<file path="src/rtl/spi_config_assembler_pkg.sv">
// Shared constants for the SPI configuration assembler: FSM state encoding,
// default command bytes and the field layout of the committed config word.
package spi_config_assembler_pkg;

    localparam logic [2:0] ST_IDLE   = 3'd0;
    localparam logic [2:0] ST_CMD    = 3'd1;
    localparam logic [2:0] ST_WDATA  = 3'd2;
    localparam logic [2:0] ST_RDATA  = 3'd3;
    localparam logic [2:0] ST_DONE   = 3'd4;
    localparam logic [2:0] ST_IGNORE = 3'd5;

    localparam int         DEF_DATA_BYTES = 4;
    localparam logic [7:0] DEF_CMD_WRITE  = 8'hA0;
    localparam logic [7:0] DEF_CMD_READ   = 8'hB0;

    // Field layout of the 32-bit config word seen by the pixel mux.
    localparam int CFG_SEL_MSB = 31;
    localparam int CFG_SEL_LSB = 30;
    localparam int CFG_COL_MSB = 29;
    localparam int CFG_COL_LSB = 24;

endpackage

</file>
<file path="src/rtl/spi_config_assembler_byte_shifter.sv">
// MSB-first byte shift register with a fill counter; load clears it, shift
// appends a byte until BYTES have been taken. Result is visible next cycle.
module cfg_byte_shifter #(
    parameter int BYTES = 4
) (
    input  logic                         clk,
    input  logic                         rst,
    input  logic                         load,
    input  logic                         shift,
    input  logic [7:0]                   din,
    output logic [8*BYTES-1:0]           dout,
    output logic [$clog2(BYTES+1)-1:0]   count,
    output logic                         full
);

    localparam int W     = 8 * BYTES;
    localparam int CNT_W = $clog2(BYTES + 1);

    logic [W-1:0]     shadow_q, shadow_d;
    logic [CNT_W-1:0] count_q, count_d;

    always_comb begin
        shadow_d = shadow_q;
        count_d  = count_q;
        if (load) begin
            shadow_d = '0;
            count_d  = '0;
        end else if (shift) begin
            shadow_d = (shadow_q << 8) | W'(din);
            count_d  = count_q + CNT_W'(1);
        end
    end

    always_ff @(posedge clk) begin
        if (rst) begin
            shadow_q <= '0;
            count_q  <= '0;
        end else begin
            shadow_q <= shadow_d;
            count_q  <= count_d;
        end
    end

    assign dout  = shadow_q;
    assign count = count_q;
    assign full  = (count_q == CNT_W'(BYTES));

endmodule

</file>
<file path="src/rtl/spi_config_assembler.sv">
// Frames SPI bytes by ss_n, decodes write/read commands and commits the config word atomically
// (outputs registered, one cycle after rx_valid; no backpressure). CONFIG_CHECKSUM_EN adds an XOR checksum byte.
module spi_config_assembler
    import spi_config_assembler_pkg::*;
#(
    parameter int                          DATA_BYTES   = DEF_DATA_BYTES,
    parameter logic [7:0]                  CMD_WRITE    = DEF_CMD_WRITE,
    parameter logic [7:0]                  CMD_READ     = DEF_CMD_READ,
    parameter logic [8*DATA_BYTES-1:0]     RESET_CONFIG = '0
) (
    input  logic                        clk,
    input  logic                        rst,
    input  logic                        ss_n,
    input  logic [7:0]                  rx_byte,
    input  logic                        rx_valid,
    output logic [7:0]                  tx_byte,
    output logic                        tx_load,
    output logic [8*DATA_BYTES-1:0]     config_word,
    output logic                        config_update,
    output logic                        frame_err
);

    localparam int                CW      = 8 * DATA_BYTES;
    localparam int                CNT_W   = $clog2(DATA_BYTES + 1);
    localparam logic [CNT_W-1:0]  N_BYTES = CNT_W'(DATA_BYTES);

    logic [2:0]       state_q, state_d;
    logic [CW-1:0]    config_q, config_d;
    logic [7:0]       tx_byte_q, tx_byte_d;
    logic             tx_load_q, tx_load_d;
    logic             update_q, update_d;
    logic             err_q, err_d;
    logic [CNT_W-1:0] rd_cnt_q, rd_cnt_d;

    logic             sh_load, sh_shift, sh_full;
    logic [CW-1:0]    sh_dout;
    logic [CNT_W-1:0] sh_count;
    logic [CW-1:0]    rd_word;

`ifdef CONFIG_CHECKSUM_EN
    logic [7:0]       csum_q, csum_d;
`else
    localparam logic [CNT_W-1:0] LAST_IDX = CNT_W'(DATA_BYTES - 1);
    logic [CW-1:0]    merged;
    assign merged = (sh_dout << 8) | CW'(rx_byte);
`endif

    cfg_byte_shifter #(.BYTES(DATA_BYTES)) u_shifter (
        .clk   (clk),
        .rst   (rst),
        .load  (sh_load),
        .shift (sh_shift),
        .din   (rx_byte),
        .dout  (sh_dout),
        .count (sh_count),
        .full  (sh_full)
    );

    // Byte rd_cnt_q (MSB first) lands in the top byte of rd_word.
    assign rd_word = config_q << {rd_cnt_q, 3'b000};

    always_comb begin
        state_d   = state_q;
        config_d  = config_q;
        tx_byte_d = tx_byte_q;
        rd_cnt_d  = rd_cnt_q;
        tx_load_d = 1'b0;
        update_d  = 1'b0;
        err_d     = 1'b0;
        sh_load   = 1'b0;
        sh_shift  = 1'b0;
`ifdef CONFIG_CHECKSUM_EN
        csum_d    = csum_q;
`endif
        if (ss_n) begin
            // Deselect wins over a same-cycle byte; a partial write is an abort.
            state_d = ST_IDLE;
            sh_load = 1'b1;
            if (state_q == ST_WDATA) err_d = 1'b1;
        end else begin
            case (state_q)
                ST_IDLE: state_d = ST_CMD;
                ST_CMD: begin
                    if (rx_valid) begin
                        if (rx_byte == CMD_WRITE) begin
                            state_d = ST_WDATA;
                            sh_load = 1'b1;
`ifdef CONFIG_CHECKSUM_EN
                            csum_d  = rx_byte;
`endif
                        end else if (rx_byte == CMD_READ) begin
                            state_d   = ST_RDATA;
                            tx_byte_d = config_q[CW-1 -: 8];
                            tx_load_d = 1'b1;
                            rd_cnt_d  = CNT_W'(1);
                        end else begin
                            state_d = ST_IGNORE;
                            err_d   = 1'b1;
                        end
                    end
                end
                ST_WDATA: begin
                    if (rx_valid) begin
`ifdef CONFIG_CHECKSUM_EN
                        if (!sh_full) begin
                            sh_shift = 1'b1;
                            csum_d   = csum_q ^ rx_byte;
                        end else begin
                            state_d = ST_DONE;
                            if (rx_byte == csum_q) begin
                                config_d = sh_dout;
                                update_d = 1'b1;
                            end else begin
                                err_d = 1'b1;
                            end
                        end
`else
                        sh_shift = !sh_full;
                        if (sh_count == LAST_IDX) begin
                            config_d = merged;
                            update_d = 1'b1;
                            state_d  = ST_DONE;
                        end
`endif
                    end
                end
                ST_RDATA: begin
                    if (rx_valid) begin
                        tx_load_d = 1'b1;
                        if (rd_cnt_q < N_BYTES) begin
                            tx_byte_d = rd_word[CW-1 -: 8];
                            rd_cnt_d  = rd_cnt_q + CNT_W'(1);
                        end else begin
                            tx_byte_d = 8'h00;
                        end
                    end
                end
                default: ;
            endcase
        end
    end

    always_ff @(posedge clk) begin
        if (rst) begin
            state_q   <= ST_IDLE;
            config_q  <= RESET_CONFIG;
            tx_byte_q <= 8'h00;
            tx_load_q <= 1'b0;
            update_q  <= 1'b0;
            err_q     <= 1'b0;
            rd_cnt_q  <= '0;
`ifdef CONFIG_CHECKSUM_EN
            csum_q    <= 8'h00;
`endif
        end else begin
            state_q   <= state_d;
            config_q  <= config_d;
            tx_byte_q <= tx_byte_d;
            tx_load_q <= tx_load_d;
            update_q  <= update_d;
            err_q     <= err_d;
            rd_cnt_q  <= rd_cnt_d;
`ifdef CONFIG_CHECKSUM_EN
            csum_q    <= csum_d;
`endif
        end
    end

    assign tx_byte       = tx_byte_q;
    assign tx_load       = tx_load_q;
    assign config_word   = config_q;
    assign config_update = update_q;
    assign frame_err     = err_q;

endmodule

</file>
<file path="config.mk">
export PLATFORM = sky130hd
export DESIGN_NAME = spi_config_assembler
export DESIGN_NICKNAME = d
export VERILOG_FILES = /design/src/rtl/spi_config_assembler_pkg.sv /design/src/rtl/spi_config_assembler_byte_shifter.sv /design/src/rtl/spi_config_assembler.sv
export SDC_FILE = /design/constraint.sdc
export NUM_CORES = 1
export LEC_CHECK = 0
export BUFFER_PORTS_ARGS = -buffer_cell sky130_fd_sc_hd__buf_2
export CAP_MARGIN = 25
export CORE_UTILIZATION = 25
export CTS_CLUSTER_DIAMETER = 50
export CTS_CLUSTER_SIZE = 16
export DETAILED_ROUTE_END_ITERATION = 12
export REMOVE_ABC_BUFFERS = 1
export SYNTH_ARGS = -nofsm -noshare
export SYNTH_HDL_FRONTEND = slang
export SYNTH_SLANG_ARGS = --single-unit
</file>
<file path="constraint.sdc">
create_clock -name clk -period 1.75 [get_ports clk]
set_input_delay 0.0875 -clock clk [delete_from_list [all_inputs] [get_ports clk]]
set_output_delay 0.0875 -clock clk [all_outputs]
set_load 0.05 [all_outputs]
</file>
==> flow_summary.ini <==
[run_status]
status = finished clean

[worst_setup_path]
worstPathRequired_ns = 1.97
critPathCaptureType = flip-flop
critPathMaxStageDelay_ns = 0.36
worst-path-buf-inv = 2
cp_max_fo = 15
critical_path_arrival_ns = 1.84
startpoint_type = flip-flop
crit_type = flip-flop to flip-flop
crit_family = simple AND/OR/NAND/NOR gates
slowest_stage = dfxtp_1
cp_cell_sequence = buf_4, nor3b_4, and3_4, buf_12, mux2i_1, nor2_1

[route]
routed_wl_microns = 8490
wl_per_cell_microns = 14.5
drt-pass1-iter-count = 4
vias_per_cell = 4.66
drc = 0
drt_iter0_drc = 219
ant_nets = 0
vias = 2734

[global_route]
antenna_found_initial = 0
grt_overflow = 0
grt_max_degree = 37
grt_use_total_pct = 13.5
grt_pass1_wl_microns = 13400
grt_pass1_vias = 2587

[yosys]
yosysSeqAreaShare_pct = 47.3
synthDistinctLibCells = 38
synth_common_cells = 77 x nand2_1, 76 x dfxtp_1, 39 x a21oi_1
syn-cell-area_sq_um = 3210
synth_edf_count = 0
syn_inst = 348
ys_seq_elements = 76
synth_most_common_cell = nand2_1
yosys.area.top_type = dfxtp_1
synth.avg_cell_area_sq_um = 9.24
synthTopCellsByArea = dfxtp_1 47%, nand2_1 9.0%, mux2i_1 8.1%
synth_top_area_share_pct = 47.3
synth_warnings = 0
ys.flop_type = dfxtp_1
async_flop_share_pct = 0

[timing]
fmax_ghz = 0.617
rsz0062_at_grt = no
period_share_pct = 92.6
setup_violations = 0
clock-skew-final_ns = 0.00558
setup_slack_ns = 0.130
min_period_ns = 1.62
slew_headroom_pct = 60.6
drv_slew = 0
finalSetupTns_ns = 0
worst_pin_slew_ns = 0.590
finalHoldViolations = 0

[clock_network]
clkSinkCount = 76
clockRootBuffer = clkbuf_16
postCtsSetupRepairBufs = 0
clk_path_buf_depth = 2
cts_hold_buf = 0
h-tree-depth = 3
path_clk_slew_ns = 0.05
cts_tree = built
numCtsBuffers = 9
insertion_delay_ns = 0.34
post_cts_resize_count = 0

[placed_design]
port_buffers = 54
dp_hpwl_microns = 6120
place.gp.congestion = 0.749
dpl.cell_count = 571
place_ws_ns = 0.107

[cells_and_area]
fin_cells = 587
area_growth_syn_to_layout_pct = 24.8
utilization_pct = 31.9
antenna_cells = 0
nets = 426
drive_gt1_share_pct = 24.3

[die]
start_util_pct = 25.6
fp.dieW_microns = 115
coreArea_sq_um = 12600
die_h_microns = 115
dieArea_sq_um = 13300
pin_count = 55
row_count = 41

[power_and_ir_drop]
peakVddDrop_uv = 430
power_density_nw_per_um2 = 910
power_leakage_uw = 0.00147
power_uw = 3650

[flow_run]
max_cap_violations = 0

[hold_path]
hold_class = input pin to flip-flop
==> routing by layer <==
layer / wire length [microns] / vias up / GRT usage (%)
li1: - / 1324 / -
met1: 3730 / 1313 / 17.1
met2: 4020 / 80 / 20.6
met3: 498 / 17 / 4.11
met4: 246 / 0 / 7.19
met5: 0 / - / 0
==> worst paths after layout <==
kind / start / endpoint / slack [ns] / cells after the start
min reg2reg: u_shifter.dout[23] / config_word[31] / 0.45 / 2
max reg2reg: state_q[0] / u_shifter.dout[9] / 0.13 / 6
max: state_q[0] / u_shifter.dout[9] / 0.13 / 6
min: rx_byte[5] / config_word[5] / 0.01 / 3
==> per-stage QoR <==
stage	hold slack (ns)	area, sq um
6_report	0.0129	4010
2_1_floorplan	0.157	3050
3_3_place_gp	0.352	3710
3_5_place_dp	0.356	3710
4_1_cts	0.00202	4010
5_1_grt	0.0185	4010
==> cell families after synthesis <==
group                      after synthesis  share of synthesized area, %
DFF                                     76                          47.3
buffers and inverters                   29                          5.84
xor gates and xnor gates                 1                         0.273
and+or+nand+nor                        149                          21.2
AOI/OAI and AO/OA                       54                          9.77
muxes                                   35                          14.1
adders and majority gates                4                          1.56
==> layout by cell type, fill, tap and decap left out, types with 2 or more instances in the layout <==
cell	n
a21oi_1	39
a311oi_1	9
and2_1	2
and3b_1	3
buf_12	2
buf_2	54
buf_4	18
clkbuf_1	2
clkbuf_16	9
clkbuf_8	5
dfxtp_1	76
ha_1	4
inv_1	5
mux2i_1	26
mux4_2	8
nand2_1	77
nand3_1	12
nand4_1	2
nor2_1	31
nor2b_1	3
nor3_1	8
nor3b_1	2
==> where the power goes <==
part | internal [uW] | switching (uW)
sequential | 1730 | 3.60
combinational | 29.9 | 60.8
clock | 1150 | 668
==> layout make-up <==
cell class / instances / area, sq um
Multi-Input combinational cell: 243 / 1510
Inverter: 6 / 22.5
Tap cell: 172 / 215
Clock buffer: 16 / 302
Timing Repair Buffer: 74 / 445
Fill cell: 1325 / 8560
Sequential cell: 76 / 1520
==> flip-flops by register name (all words and copies together), names as in the netlist <==
register and cells:
tx_byte 8, tx_load 1, config_word 32, rd_cnt_q 3, u_shifter.dout 24, state_q 3
u_shifter.count 3, config_update 1, frame_err 1
==> tightest hold or removal path, cell delays in order <==
cell     delay [ns]
buf_2          0.11
nand2_1        0.05
a21oi_1        0.05
Note: power is estimated with default switching activity, not from simulation.
